===== src/rtl/mnist_infer_pkg.sv =====
// mnist_infer_pkg: FSM states, default frame geometry and the signed compare shared by the inference controller.
package mnist_infer_pkg;
  typedef enum logic [2:0] {IDLE, LOAD, WAIT, SCAN, DONE} state_t;
  localparam int PIX_PER_FRAME = 28 * 28;
  localparam int IDX_W = $clog2(10);
  localparam int PIX_CNT_W = $clog2(PIX_PER_FRAME);
  function automatic logic sgt(input logic signed [31:0] a, input logic signed [31:0] b);
    return a > b;
  endfunction
endpackage


===== src/rtl/mnist_argmax_seq.sv =====
// mnist_argmax_seq: serial signed argmax over a captured logit vector, one compare per enabled cycle.
// INFER_MARGIN_EN adds runner-up tracking and a best-minus-second margin.
module mnist_argmax_seq
  import mnist_infer_pkg::*;
#(
  parameter int N = 8,
  parameter int NUM_CLASSES = 10,
  parameter int IDX_W = $clog2(NUM_CLASSES)
) (
  input  logic                     clk,
  input  logic                     rst_n,
  input  logic                     ce,
  input  logic                     i_start,
  input  logic [NUM_CLASSES*N-1:0] i_vec,
  output logic                     o_last,
  output logic [IDX_W-1:0]         o_idx,
`ifdef INFER_MARGIN_EN
  output logic [N:0]               o_margin,
`endif
  output logic [N-1:0]             o_best
);
  logic [NUM_CLASSES*N-1:0] r_vec;
  logic [IDX_W-1:0] r_ptr, r_idx;
  logic [N-1:0] r_best, w_x;
  logic r_run, w_gt;
  assign w_x = r_vec[r_ptr*N +: N];
  assign w_gt = sgt(32'($signed(w_x)), 32'($signed(r_best)));
  assign o_last = r_run && r_ptr == IDX_W'(NUM_CLASSES - 1);
  assign o_idx = r_idx;
  assign o_best = r_best;
  always_ff @(posedge clk or negedge rst_n) begin
    if (!rst_n) begin
      r_vec <= '0;
      r_ptr <= '0;
      r_idx <= '0;
      r_best <= '0;
      r_run <= 1'b0;
    end else if (ce) begin
      if (i_start) begin
        r_vec <= i_vec;
        r_best <= i_vec[N-1:0];
        r_idx <= '0;
        r_ptr <= IDX_W'(1);
        r_run <= 1'b1;
      end else if (r_run) begin
        if (w_gt) begin
          r_best <= w_x;
          r_idx <= r_ptr;
        end
        r_ptr <= r_ptr + 1'b1;
        r_run <= !o_last;
      end
    end
  end
`ifdef INFER_MARGIN_EN
  logic [N-1:0] r_sec;
  assign o_margin = {r_best[N-1], r_best} - {r_sec[N-1], r_sec};
  // runner-up starts at the most negative value so any real element displaces it
  always_ff @(posedge clk or negedge rst_n) begin
    if (!rst_n) r_sec <= '0;
    else if (ce) begin
      if (i_start) r_sec <= {1'b1, {(N-1){1'b0}}};
      else if (r_run && w_gt) r_sec <= r_best;
      else if (r_run && sgt(32'($signed(w_x)), 32'($signed(r_sec)))) r_sec <= w_x;
    end
  end
`endif
endmodule


===== src/rtl/mnist_infer_ctrl.sv =====
// mnist_infer_ctrl: frame-level MNIST inference controller (pixel admission, forwarding, argmax result).
// INFER_MARGIN_EN adds the margin output.
module mnist_infer_ctrl
  import mnist_infer_pkg::*;
#(
  parameter int N = 8,
  parameter int IN_CH = 1,
  parameter int IMG_SIZE = 28,
  parameter int NUM_CLASSES = 10,
  parameter int CNT_W = 16
) (
  input  logic                             clk,
  input  logic                             rst_n,
  input  logic                             ce,
  input  logic                             weight_load_done,
  input  logic                             pix_vld,
  input  logic [IN_CH*N-1:0]               pix_din,
  output logic                             pix_rdy,
  output logic                             net_vld,
  output logic [IN_CH*N-1:0]               net_din,
  input  logic [NUM_CLASSES*N-1:0]         net_dout,
  input  logic                             net_dout_vld,
  input  logic                             net_dout_end,
  output logic                             result_vld,
  output logic [$clog2(NUM_CLASSES)-1:0]   class_idx,
  output logic [N-1:0]                     class_score,
  output logic [CNT_W-1:0]                 frame_cnt,
`ifdef INFER_MARGIN_EN
  output logic [N:0]                       margin,
`endif
  output logic                             seq_err
);
  localparam int PPF = IMG_SIZE * IMG_SIZE;
  localparam int PCW = PPF > 1 ? $clog2(PPF) : 1;
  localparam int IW = $clog2(NUM_CLASSES);
  state_t r_state;
  logic [PCW-1:0] r_cnt;
  logic w_xfer, w_start, w_last;
  logic [IW-1:0] w_idx;
  logic [N-1:0] w_best;
  assign pix_rdy = r_state == LOAD && ce;
  assign w_xfer = pix_vld && pix_rdy;
  assign w_start = ce && r_state == WAIT && net_dout_vld && net_dout_end;
`ifdef INFER_MARGIN_EN
  logic [N:0] w_margin;
`endif
  mnist_argmax_seq #(.N(N), .NUM_CLASSES(NUM_CLASSES), .IDX_W(IW)) u_argmax (
    .clk(clk),
    .rst_n(rst_n),
    .ce(ce),
    .i_start(w_start),
    .i_vec(net_dout),
    .o_last(w_last),
    .o_idx(w_idx),
`ifdef INFER_MARGIN_EN
    .o_margin(w_margin),
`endif
    .o_best(w_best)
  );
  always_ff @(posedge clk or negedge rst_n) begin
    if (!rst_n) begin
      r_state <= IDLE;
      r_cnt <= '0;
      net_vld <= 1'b0;
      net_din <= '0;
      result_vld <= 1'b0;
      class_idx <= '0;
      class_score <= '0;
      frame_cnt <= '0;
      seq_err <= 1'b0;
`ifdef INFER_MARGIN_EN
      margin <= '0;
`endif
    end else if (ce) begin
      net_vld <= w_xfer;
      result_vld <= 1'b0;
      if (w_xfer) net_din <= pix_din;
      if (net_dout_vld && r_state != WAIT) seq_err <= 1'b1;
      case (r_state)
        IDLE: if (weight_load_done) begin
          r_state <= LOAD;
          r_cnt <= '0;
        end
        LOAD: if (w_xfer) begin
          r_cnt <= r_cnt + 1'b1;
          if (r_cnt == PCW'(PPF - 1)) r_state <= WAIT;
        end
        WAIT: if (w_start) r_state <= SCAN;
        SCAN: if (w_last) r_state <= DONE;
        DONE: begin
          result_vld <= 1'b1;
          class_idx <= w_idx;
          class_score <= w_best;
`ifdef INFER_MARGIN_EN
          margin <= w_margin;
`endif
          frame_cnt <= frame_cnt + 1'b1;
          r_cnt <= '0;
          r_state <= weight_load_done ? LOAD : IDLE;
        end
        default: r_state <= IDLE;
      endcase
    end
  end
endmodule

===== config.mk =====
export PLATFORM = sky130hd
export DESIGN_NAME = mnist_infer_ctrl
export DESIGN_NICKNAME = d
export VERILOG_FILES = /design/src/rtl/mnist_infer_pkg.sv /design/src/rtl/mnist_argmax_seq.sv /design/src/rtl/mnist_infer_ctrl.sv
export SDC_FILE = /design/constraint.sdc
export NUM_CORES = 1
export LEC_CHECK = 0
export BUFFER_PORTS_ARGS = -buffer_cell sky130_fd_sc_hd__buf_2
export CAP_MARGIN = 20
export CORE_UTILIZATION = 36
export DETAILED_ROUTE_END_ITERATION = 8
export GPL_ROUTABILITY_DRIVEN = 0
export PLACE_DENSITY = 0.65
export SYNTH_ARGS = -nofsm -noshare
export SYNTH_HDL_FRONTEND = slang
export SYNTH_SLANG_ARGS = --single-unit

===== constraint.sdc =====
create_clock -name clk -period 2.8 [get_ports clk]
set_input_delay 0.84 -clock clk [delete_from_list [all_inputs] [get_ports clk]]
set_output_delay 0.84 -clock clk [all_outputs]
set_load 0.01 [all_outputs]

### Yosys cells after proc, flatten, opt, wreduce, memory -nomap -nowiden

Index checks and enable logic that the tools add are counted.

* $lt $le $gt $ge: 1
* muxes and demuxes: 21
* eq/ne operators: 12
* reductions and logical operators: 20
* shift-type cells: 1
* add/subtract/negate cells: 3
* multiply operators: 0
* bitwise gates (word level): 0
* div/mod/pow operators: 0

Operator list (number)
* variable part select 80 x 8 -> 8 bit: 1
* one-hot mux 10 bit (3 select lines): 1
* 2-to-1 mux 8 bit: 3
* 2-to-1 mux 10 bit: 2
* 2-to-1 mux 4 bit: 5
* adder 16 x 1 -> 16 bit, second input constant: 1
* 2-to-1 mux 3 bit: 5
* one-hot mux 3 bit (5 select lines): 1
* adder 10 x 1 -> 10 bit, second input constant: 1
* == test 10 bit, second input constant: 1
* AND reduction 2 bit: 5
* > comparator 8 bit: 1
* logical AND 1 bit: 7
* == test 3 x 2 -> 1 bit, second input constant: 2
* inequality test 2 x 1 -> 1 bit, second input constant: 3
* AND reduction 6 bit: 1
* adder 4 x 1 -> 4 bit, second input constant: 1
* == test 4 bit, second input constant: 1
* 2-to-1 mux 1 bit: 4
* inequality test 2 bit, second input constant: 2
* AND reduction 4 bit: 1
* nonzero test 2 bit: 2
* == test 3 x 1 -> 1 bit, second input constant: 1
* == test 3 bit, second input constant: 1
* 5 further kinds: 5

* register bits: 149
* input bits: 95
* bits in read-only memories: 0
* latch bits: 0
* RAM bits: 0
* output and inout bits: 40
* logic and storage cells: 72
* memories: 0

### Longest topological paths before layout

Gate-level depths: netlist of run 1.

* depth in word-level cells: 6
* depth in mapped cells: 14
* gate-level depth less buffers: 10

### Hierarchy

From an unflattened synthesis of run 1, not the netlist that was laid out.

* cells, all modules: 575
* area, all modules: 7211.9 µm²

Modules (own cells, without submodules)
* mnist_argmax_seq: sequential area each 2427.3 µm², times used 1, cells each 380, area an instance 4842.1 µm²
* mnist_infer_ctrl: sequential area each 1301.2 µm², times used 1, cells each 195, area an instance 2369.8 µm²

### Worst setup path before layout of run 1

OpenSTA, ideal clock, no wires.

* path kind: register to register
* start point: reg u_argmax.r_ptr[0]
* end point: reg u_argmax.r_idx[0], in the netlist u_argmax.o_idx[0]
* required time: 2672 ps
* cell stages (with the launch flop): 14
* arrival time: 2563 ps
* clock period less this slack: 2691 ps
* path buffers: 5
* setup time: 128 ps
* slack: 109 ps
* path through: dfrtp_1 -> buf_6 -> buf_12 -> buf_4 -> buf_4 -> a211oi_1 -> o41ai_2 -> ha_1 -> nor2b_1 -> o211ai_1 -> a21o_1 -> clkbuf_1 -> a21oi_4 -> mux2i_1

* cells in the longest elaborated chain, start to end: 4
* elaborated cells between the ends (all ways): 7
* those cells by class: order compare (1); shift (1); mux (3); reduce/logical (2)

Ends and longest elaborated chain
* start: declaration: RTL line mnist_argmax_seq.sv:23 `logic [IDX_W-1:0] r_ptr, r_idx;`
* start signal: assignment: RTL line mnist_argmax_seq.sv:50 `r_ptr <= r_ptr + 1'b1;`
* variable part select 80 x 8 -> 8 bit: RTL line mnist_argmax_seq.sv:26 `assign w_x = r_vec[r_ptr*N +: N];`
* > comparator 8 bit: RTL line mnist_infer_pkg.sv:8 `return a > b;`
* nonzero test 2 bit (no source line)
* AND reduction 3 bit (no source line)
* end signal: assignment: RTL line mnist_argmax_seq.sv:48 `r_idx <= r_ptr;`
* end: declaration: RTL line mnist_argmax_seq.sv:23

Several ways; a longest one is shown, not always the timed one. The select of a mux whose other input is x is not followed.
A chain may end at the register's enable or synchronous reset.

### Worst setup path after layout of run 1

* start point: reg u_argmax.r_ptr[0]
* end point: reg u_argmax.r_idx[3], in the netlist u_argmax.o_idx[3]

* cells in the longest elaborated chain, start to end: 4

Ends and longest elaborated chain (RTL line)
* variable part select 80 x 8 -> 8 bit: mnist_argmax_seq.sv:26
* > comparator 8 bit: mnist_infer_pkg.sv:8
* nonzero test 2 bit (no source line)
* AND reduction 3 bit (no source line)

Every way passes these cells.

==> results by group, run 1 <==
Clocking
  – Root Driver: clkbuf_16
  – Skew-Pair Late Insertion Delay: approximately 0.42 ns
  – Clock sinks: 149
  – CTS Hold Bufs: 0
  – CTS tree: yes
  – Num CTS Buffers: 17
  – Max H-tree Level: 4
  – Worst-path clk slew: roughly 0.060 ns
  – Clock Tree Buf Depth: 2

Routing
  – Final wirelength: around 17 mm
  – Routed Antenna Nets: 0
  – DR pass1 iterations: 5
  – Routed length per instance: 15.16 um
  – DRC Markers: 0
  – Detailed Route Iter0 Violations: 354
  – Via density: 4.861
  – Detailed-route via count: 5595

Power and ir drop
  – Leak: 4.768 nW
  – Total power draw: 6.735 mW
  – PwrDens: 744.9 nW/um^2
  – Peak VDD IR: 0.0005512 V

Timing
  – Tmin final: 2.810 ns
  – Highest clock rate: 355.8 MHz
  – Period utilisation layout: 100.4%
  – Hold Vio Cnt, Final: 0
  – Setup WS post-layout: -0.01019 ns
  – Final setup fails: 1
  – Skew final: 0.009982 ns
  – Max-slew violation count: 0
  – RSZ-0062 raised after global routing: true
  – Worst hold slack: ~0.31 ns
  – Sum Neg Setup Slack: -0.01019 ns
  – Worst Tran Pin Value: 0.6329 ns
  – Worst slew margin: 57.55%

Synth
  – Register area share after synthesis: about half
  – Yosys reg bits: 149
  – Share of the synthesized area in the top cell type: 51.93%
  – Leading area contributor after synthesis: dfrtp_1
  – Asr flop ratio synth: 100.0%
  – Post-Synthesis Cells: roughly 700
  – Syn Nets: 828
  – Post-synth EDFFs: 0
  – Syn avg cell area: 9.959 sq um
  – Ys Warns: 0
  – Synth cell types: 52
  – Ranking of synthesized cells by area: dfrtp_1 52%, nand2_1 13%, mux2_2 4.5%
  – Synthesized cell area: just over 7000 sq um
  – Ys flop type: dfrtp_1

Floorplanning
  – Starting Density: 36.77%
  – Die outline height: 143.2 um
  – Core area: 19530 sq um
  – Row count: 51
  – Chip Width: 143.2 um
  – Boundary Pins: 135
  – Die area: 20510 sq um

Place
  – Port Buffers: 134
  – Detailed Place HPWL: between 10 and 15 mm
  – Place WS: -0.08044 ns
  – # placed instances: 1105

Layout
  – Register area: 3731 sq um
  – # diodes: 0
  – Proportion of layout cells with a drive suffix above 1: between 30% and 40%
  – Layout area overhead: 25.93%
  – Area of the multi-input gates: 3301 sq um
  – NumNets Final: 980
  – Post-route insts no fill: 1151
  – FILL cells: between 1500 and 2000

Flow run
  – Max_cap viols: 0

Setup path
  – Crit path max fanout: 5
  – Max incr delay on CP: 0.56 ns
  – Worst r2r path cells: 10
  – Top delay family on crit path: multiplexers
  – CP arrival: 3.14 ns
  – CP endpoint kind: register
  – Critical-path top delay cell: mux4_1
  – Reg-to-Reg Start: u_argmax.r_ptr[0]
  – Buf/Inv on CP: 1
  – Crit. path cell count: 10
  – Worst Path Required: ~3.1 ns
  – CP Class: register to register
  – Critical Path, Cell by Cell: buf_4, mux4_1, nor2_2, o41ai_4, ha_1, nand4_1, o22ai_2, o21bai_4, a21oi_4, mux2i_1
  – R2r setup slk: -0.01 ns
  – Startpoint Class: register
  – R2R Path End: u_argmax.o_idx[3]

GRT
  – GRT Overall Usage: ~18%
  – Vias in the first global route: 5498
  – Gr ovfl total: 0
  – Initial antenna violation count: 0
  – Largest net degree at the start of global routing: 65
  – Global-route wire length before repair: 28.19 mm

Outcome
  – Outcome: finished, violations left
  – Failing checks: negative setup slack

Hold path
  – Worst min-delay path category: primary input to asynchronous set/reset pin
## what timing repair did
item                                    in CTS  in global routing
resized for setup                            4                 27
endpoints found under the setup margin       7                 12
pin swaps                                    4                 19
gates cloned                                 1                  1
setup buffers                                3                  9
## power by group
group	internal (mW)	switching [mW]	leakage [nW]
registers	2.34	0.207	1.97
clock network	1.44	0.921	0.294
logic	0.872	0.965	2.50
total	4.64	2.09	4.77
## final cells by class
| type | instances | share of cell area [%] |
|---|---|---|
| multi-input cells | 519 | 36.50 |
| well taps | 265 | 3.667 |
| repair buffers | 170 | 11.11 |
| flip-flops and latches | 149 | 41.26 |
| inverters | 16 | 0.6642 |
| clock buffers | 18 | 4.857 |
| clock inverters | 14 | 1.937 |
## cell usage in the layout (no fill, tap or decap), drive strengths merged, types with 18 or more instances in the layout
cell type,count
a211oi,18
nor2b,18
nor2,25
mux2,29
clkbuf,18
nand4,20
nand2,252
inv,20
buf,170
dfrtp,149
## sequential cells by signal, summed over array words and instances, names as in the netlist
name             flops
frame_cnt           16
u_argmax.o_best      8
u_argmax.r_ptr       4
r_state              3
class_score          8
net_vld              1
seq_err              1
result_vld           1
class_idx            4
u_argmax.r_run       1
u_argmax.r_vec      80
net_din              8
u_argmax.o_idx       4
r_cnt               10
## Yosys cell counts (11+ instances only)
master      n
xnor2_1    14
a21o_1     11
nand3_1    14
nand2_1   252
nand4_1    20
a211oi_1   18
nor2_1     25
dfrtp_1   149
ha_1       12
inv_1      16
xor2_1     12
mux2_2     29
buf_2      15
nor2b_1    18
clkbuf_1   11
## cells by family after synthesis
group | after synthesis | share of synthesized area (%)
adders and majority gates | 12 | 2.091
xor gates and xnor gates | 26 | 3.171
and+or+nand+nor | 363 | 22.50
DFF | 149 | 51.93
buffers and inverters | 55 | 3.851
muxes | 42 | 8.172
AOI/OAI and AO/OA | 74 | 8.294
## worst max path at each step
stage | startpoint | to
after CTS | u_argmax.r_ptr[0] | u_argmax.o_idx[3]
after floorplan | u_argmax.r_ptr[0] | u_argmax.o_idx[0]
final | u_argmax.r_ptr[0] | u_argmax.o_idx[3]
after detailed placement | u_argmax.r_ptr[0] | u_argmax.o_idx[3]
after global placement | u_argmax.r_ptr[0] | u_argmax.o_idx[3]
after global routing | u_argmax.r_ptr[0] | u_argmax.o_best[3]
## metal layers
layer  global-route usage (%)  part of all wire [%]
met1                    24.46                    47
met2                    28.34                    46
met3                    3.789                   5.0
met4                    6.831                   2.5
met5                        0                     0
## metrics by stage
step	util (%)	area, sq um
after floorplan	-	7181
after global placement	41.99	8199
after detailed placement	41.99	8199
after CTS	45.38	8861
after global routing	46.31	9042
final	46.31	9042
No activity file was read; power rests on OpenSTA's default activity.
==> run 2: changes to the inputs <==
--- a/config.mk
+++ b/config.mk
@@ -14,3 +14,4 @@
 export SYNTH_ARGS = -nofsm -noshare
 export SYNTH_HDL_FRONTEND = slang
 export SYNTH_SLANG_ARGS = --single-unit
+export TNS_END_PERCENT = 20
==> constraint.sdc (replaced) <==
create_clock -name clk -period 2.8 [get_ports clk]
set_input_delay 0.84 -clock clk [delete_from_list [all_inputs] [get_ports clk]]
set_output_delay 0.84 -clock clk [all_outputs]
set_load 0.02 [all_outputs]
==> run 2 against run 1 <==
The run now ends clean. Register-to-register slack better by 0.02 ns. Worst hold slack worse by 0.00069 ns. Design area unchanged. Clock skew about the same. Flip-flop and latch count unchanged. Worst setup slack better by 0.024 ns. Routed wire length about the same. Sequential power about the same. Final cell count unchanged. Total power up 0.12%. Critical path depth unchanged. Via count down 0.11%. Largest cell class unchanged. Largest power group unchanged.
==> results by group, run 2 (same netlist as run 1, synthesis figures left out) <==
Setup path
  – Crit path max fanout: 5
  – CP endpoint kind: register
  – Reg-to-Reg Start: u_argmax.r_ptr[0]
  – Startpoint Class: register
  – Critical-path top delay cell: mux4_1
  – Worst Path Required: 3.13 ns
  – Critical path origin: u_argmax.r_ptr[0]
  – CP Class: register to register
  – Crit. path cell count: 10
  – Worst r2r path cells: 10
  – R2r setup slk: 0.01 ns
  – CP Capture Point: u_argmax.o_idx[3]
  – Max incr delay on CP: about 0.56 ns
  – Critical Path, Cell by Cell: buf_4, mux4_1, nor2_2, o41ai_4, ha_1, nand4_1, o22ai_2, o21bai_4, a21oi_4, mux2i_1
  – CP arrival: 3.12 ns
  – R2R Path End: u_argmax.o_idx[3]
  – Buf/Inv on CP: 1
  – Top delay family on crit path: multiplexers

Power and ir drop
  – Sequential power share: 37.7%
  – PwrDens: 745.8 nW/um^2
  – Combinational share of power: 27.4%
  – Leak: approximately 4.8 nW
  – Net Sw Power: 2.102 mW
  – Switching share of power: 31.17%
  – Peak VDD IR: 0.0005482 V
  – Total power draw: 6.743 mW
  – Clock power share: 34.9%
  – P_int: around 4.6 mW

Timing
  – Worst slew margin: 57.44%
  – Hold Vio Cnt, Final: 0
  – Period utilisation layout: 99.51%
  – Skew final: between 0.01 and 0.015 ns
  – Worst hold slack: roughly 0.31 ns
  – Tmin final: about 2.8 ns
  – Setup WS post-layout: 0.01383 ns
  – Worst Tran Pin Value: 0.6346 ns
  – Final setup fails: 0
  – RSZ-0062 raised after global routing: true
  – Max-slew violation count: 0
  – Highest clock rate: between 300 and 400 MHz

Clocking
  – Root Driver: clkbuf_16
  – Worst-path clk slew: 0.06 ns
  – CTS Hold Bufs: 0
  – Skew-Pair Late Insertion Delay: 0.42 ns
  – CTS tree: yes
  – Clock Tree Buf Depth: 2
  – Num CTS Buffers: 17
  – Max H-tree Level: 4
  – Clock sinks: 149

Place
  – Placed inst area: 8199 sq um
  – Port Buffers: 134
  – Detailed Place HPWL: 12.77 mm
  – Place WS: -0.08044 ns
  – # placed instances: 1105

Layout
  – Max reg flops: 80
  – Largest reg by FF count: u_argmax.r_vec
  – Biggest regs: u_argmax.r_vec x80, frame_cnt x16, r_cnt x10
  – Most frequent cells in the layout: 251 x nand2_1, 147 x dfrtp_1, 133 x buf_2
  – Finished Cell Area: 9042 sq um
  – Layout area overhead: 25.93%
  – NumNets Final: 980
  – # diodes: 0
  – Proportion of layout cells with a drive suffix above 1: between 30% and 40%
  – Post-route insts no fill: roughly 1200
  – Commonest non-fill, non-tap cell in the layout: nand2_1

Routing
  – Routed length per instance: 15.14 um
  – Via density: 4.856
  – Final wirelength: approximately 17 mm
  – DR pass1 iterations: 5
  – DRC Markers: 0
  – Routed Antenna Nets: 0
  – Detailed Route Iter0 Violations: approximately 330
  – Detailed-route via count: between 5000 and 6000

Flow run
  – Max_cap viols: 0

Outcome
  – Outcome: complete, no violations

Floorplanning
  – Boundary Pins: 135
  – Die outline height: 143.2 um
  – Chip Width: approximately 140 um
  – Die area: 20510 sq um
  – Core area: 19530 sq um
  – Row count: 51
  – Starting Density: approximately 37%

GRT
  – GRT Overall Usage: between 10% and 20%
  – Vias in the first global route: approximately 5500
  – Largest net degree at the start of global routing: 65
  – Gr ovfl total: 0
  – Initial antenna violation count: 0
  – Global-route wire length before repair: between 20 and 30 mm

Hold path
  – Worst min-delay path category: primary input to asynchronous set/reset pin
## run 2: cell counts in the layout (fill, tap and decap cells not counted)
Identical to the previous run, type by type.
## run 2: worst min path at each step
stage / cells after the start / to / startpoint
5_1_grt: 1 / r_cnt[2] / rst_n
4_1_cts: 1 / r_cnt[1] / rst_n
6_report: 1 / r_cnt[2] / rst_n
2_1_floorplan: 2 / u_argmax.r_vec[10] / u_argmax.r_vec[10]
3_5_place_dp: 1 / u_argmax.r_vec[5] / u_argmax.r_vec[5]
3_3_place_gp: 1 / u_argmax.r_vec[3] / u_argmax.r_vec[3]
## run 2: area by class of cell
cell class / instances / area, sq um
fillers: 1875 / 10480
flip-flops and latches: 149 / 3731
multi-input cells: 519 / 3301
repair buffers: 170 / 1005
clock buffers: 18 / 439.2
well taps: 265 / 331.6
clock inverters: 14 / 175.2
inverters: 16 / 60.06
## run 2: layer usage
metal | global-route usage (%) | wire [um] | share of wire (%)
met1 | 24.46 | 8037 | 46
met2 | 28.34 | 8014 | 46
met3 | 3.789 | 977 | 5.6
met4 | 6.831 | 401 | 2.3
met5 | 0 | 0 | 0
## run 2: power groups by stage
| stage | clock [mW] | sequential, mW | combinational, mW |
|---|---|---|---|
| 2_1_floorplan | 0 | 2.51 | 1.13 |
| 3_3_place_gp | 0 | 2.57 | 1.50 |
| 3_5_place_dp | 0 | 2.58 | 1.54 |
| 4_1_cts | 2.41 | 2.54 | 1.61 |
| 5_1_grt | 2.51 | 2.57 | 2.04 |
| 6_report | 2.35 | 2.54 | 1.85 |
## run 2: repair_timing
action                     CTS  global route
setup endpoints to repair    7            12
cloned                       1             1
pin swaps                    4            19
buffers inserted             3             9
resized for setup            4            27
## run 2: metrics by stage
step                utilization [%]  setup TNS (ns)
CTS                           45.38        -0.02300
global route                  46.31          -1.009
global placement              41.99        -0.04365
detailed placement            41.99         -0.3436
finish                        46.31               0
floorplan                         -               0
## run 2: worst register-to-register path: stages (launching register included)
cell and delay [ns]:
dfrtp_2 0.40, buf_4 0.16, mux4_1 0.56, nor2_2 0.19
o41ai_4 0.10, ha_1 0.31, nand4_1 0.18, o22ai_2 0.12
o21bai_4 0.22, a21oi_4 0.23, mux2i_1 0.23
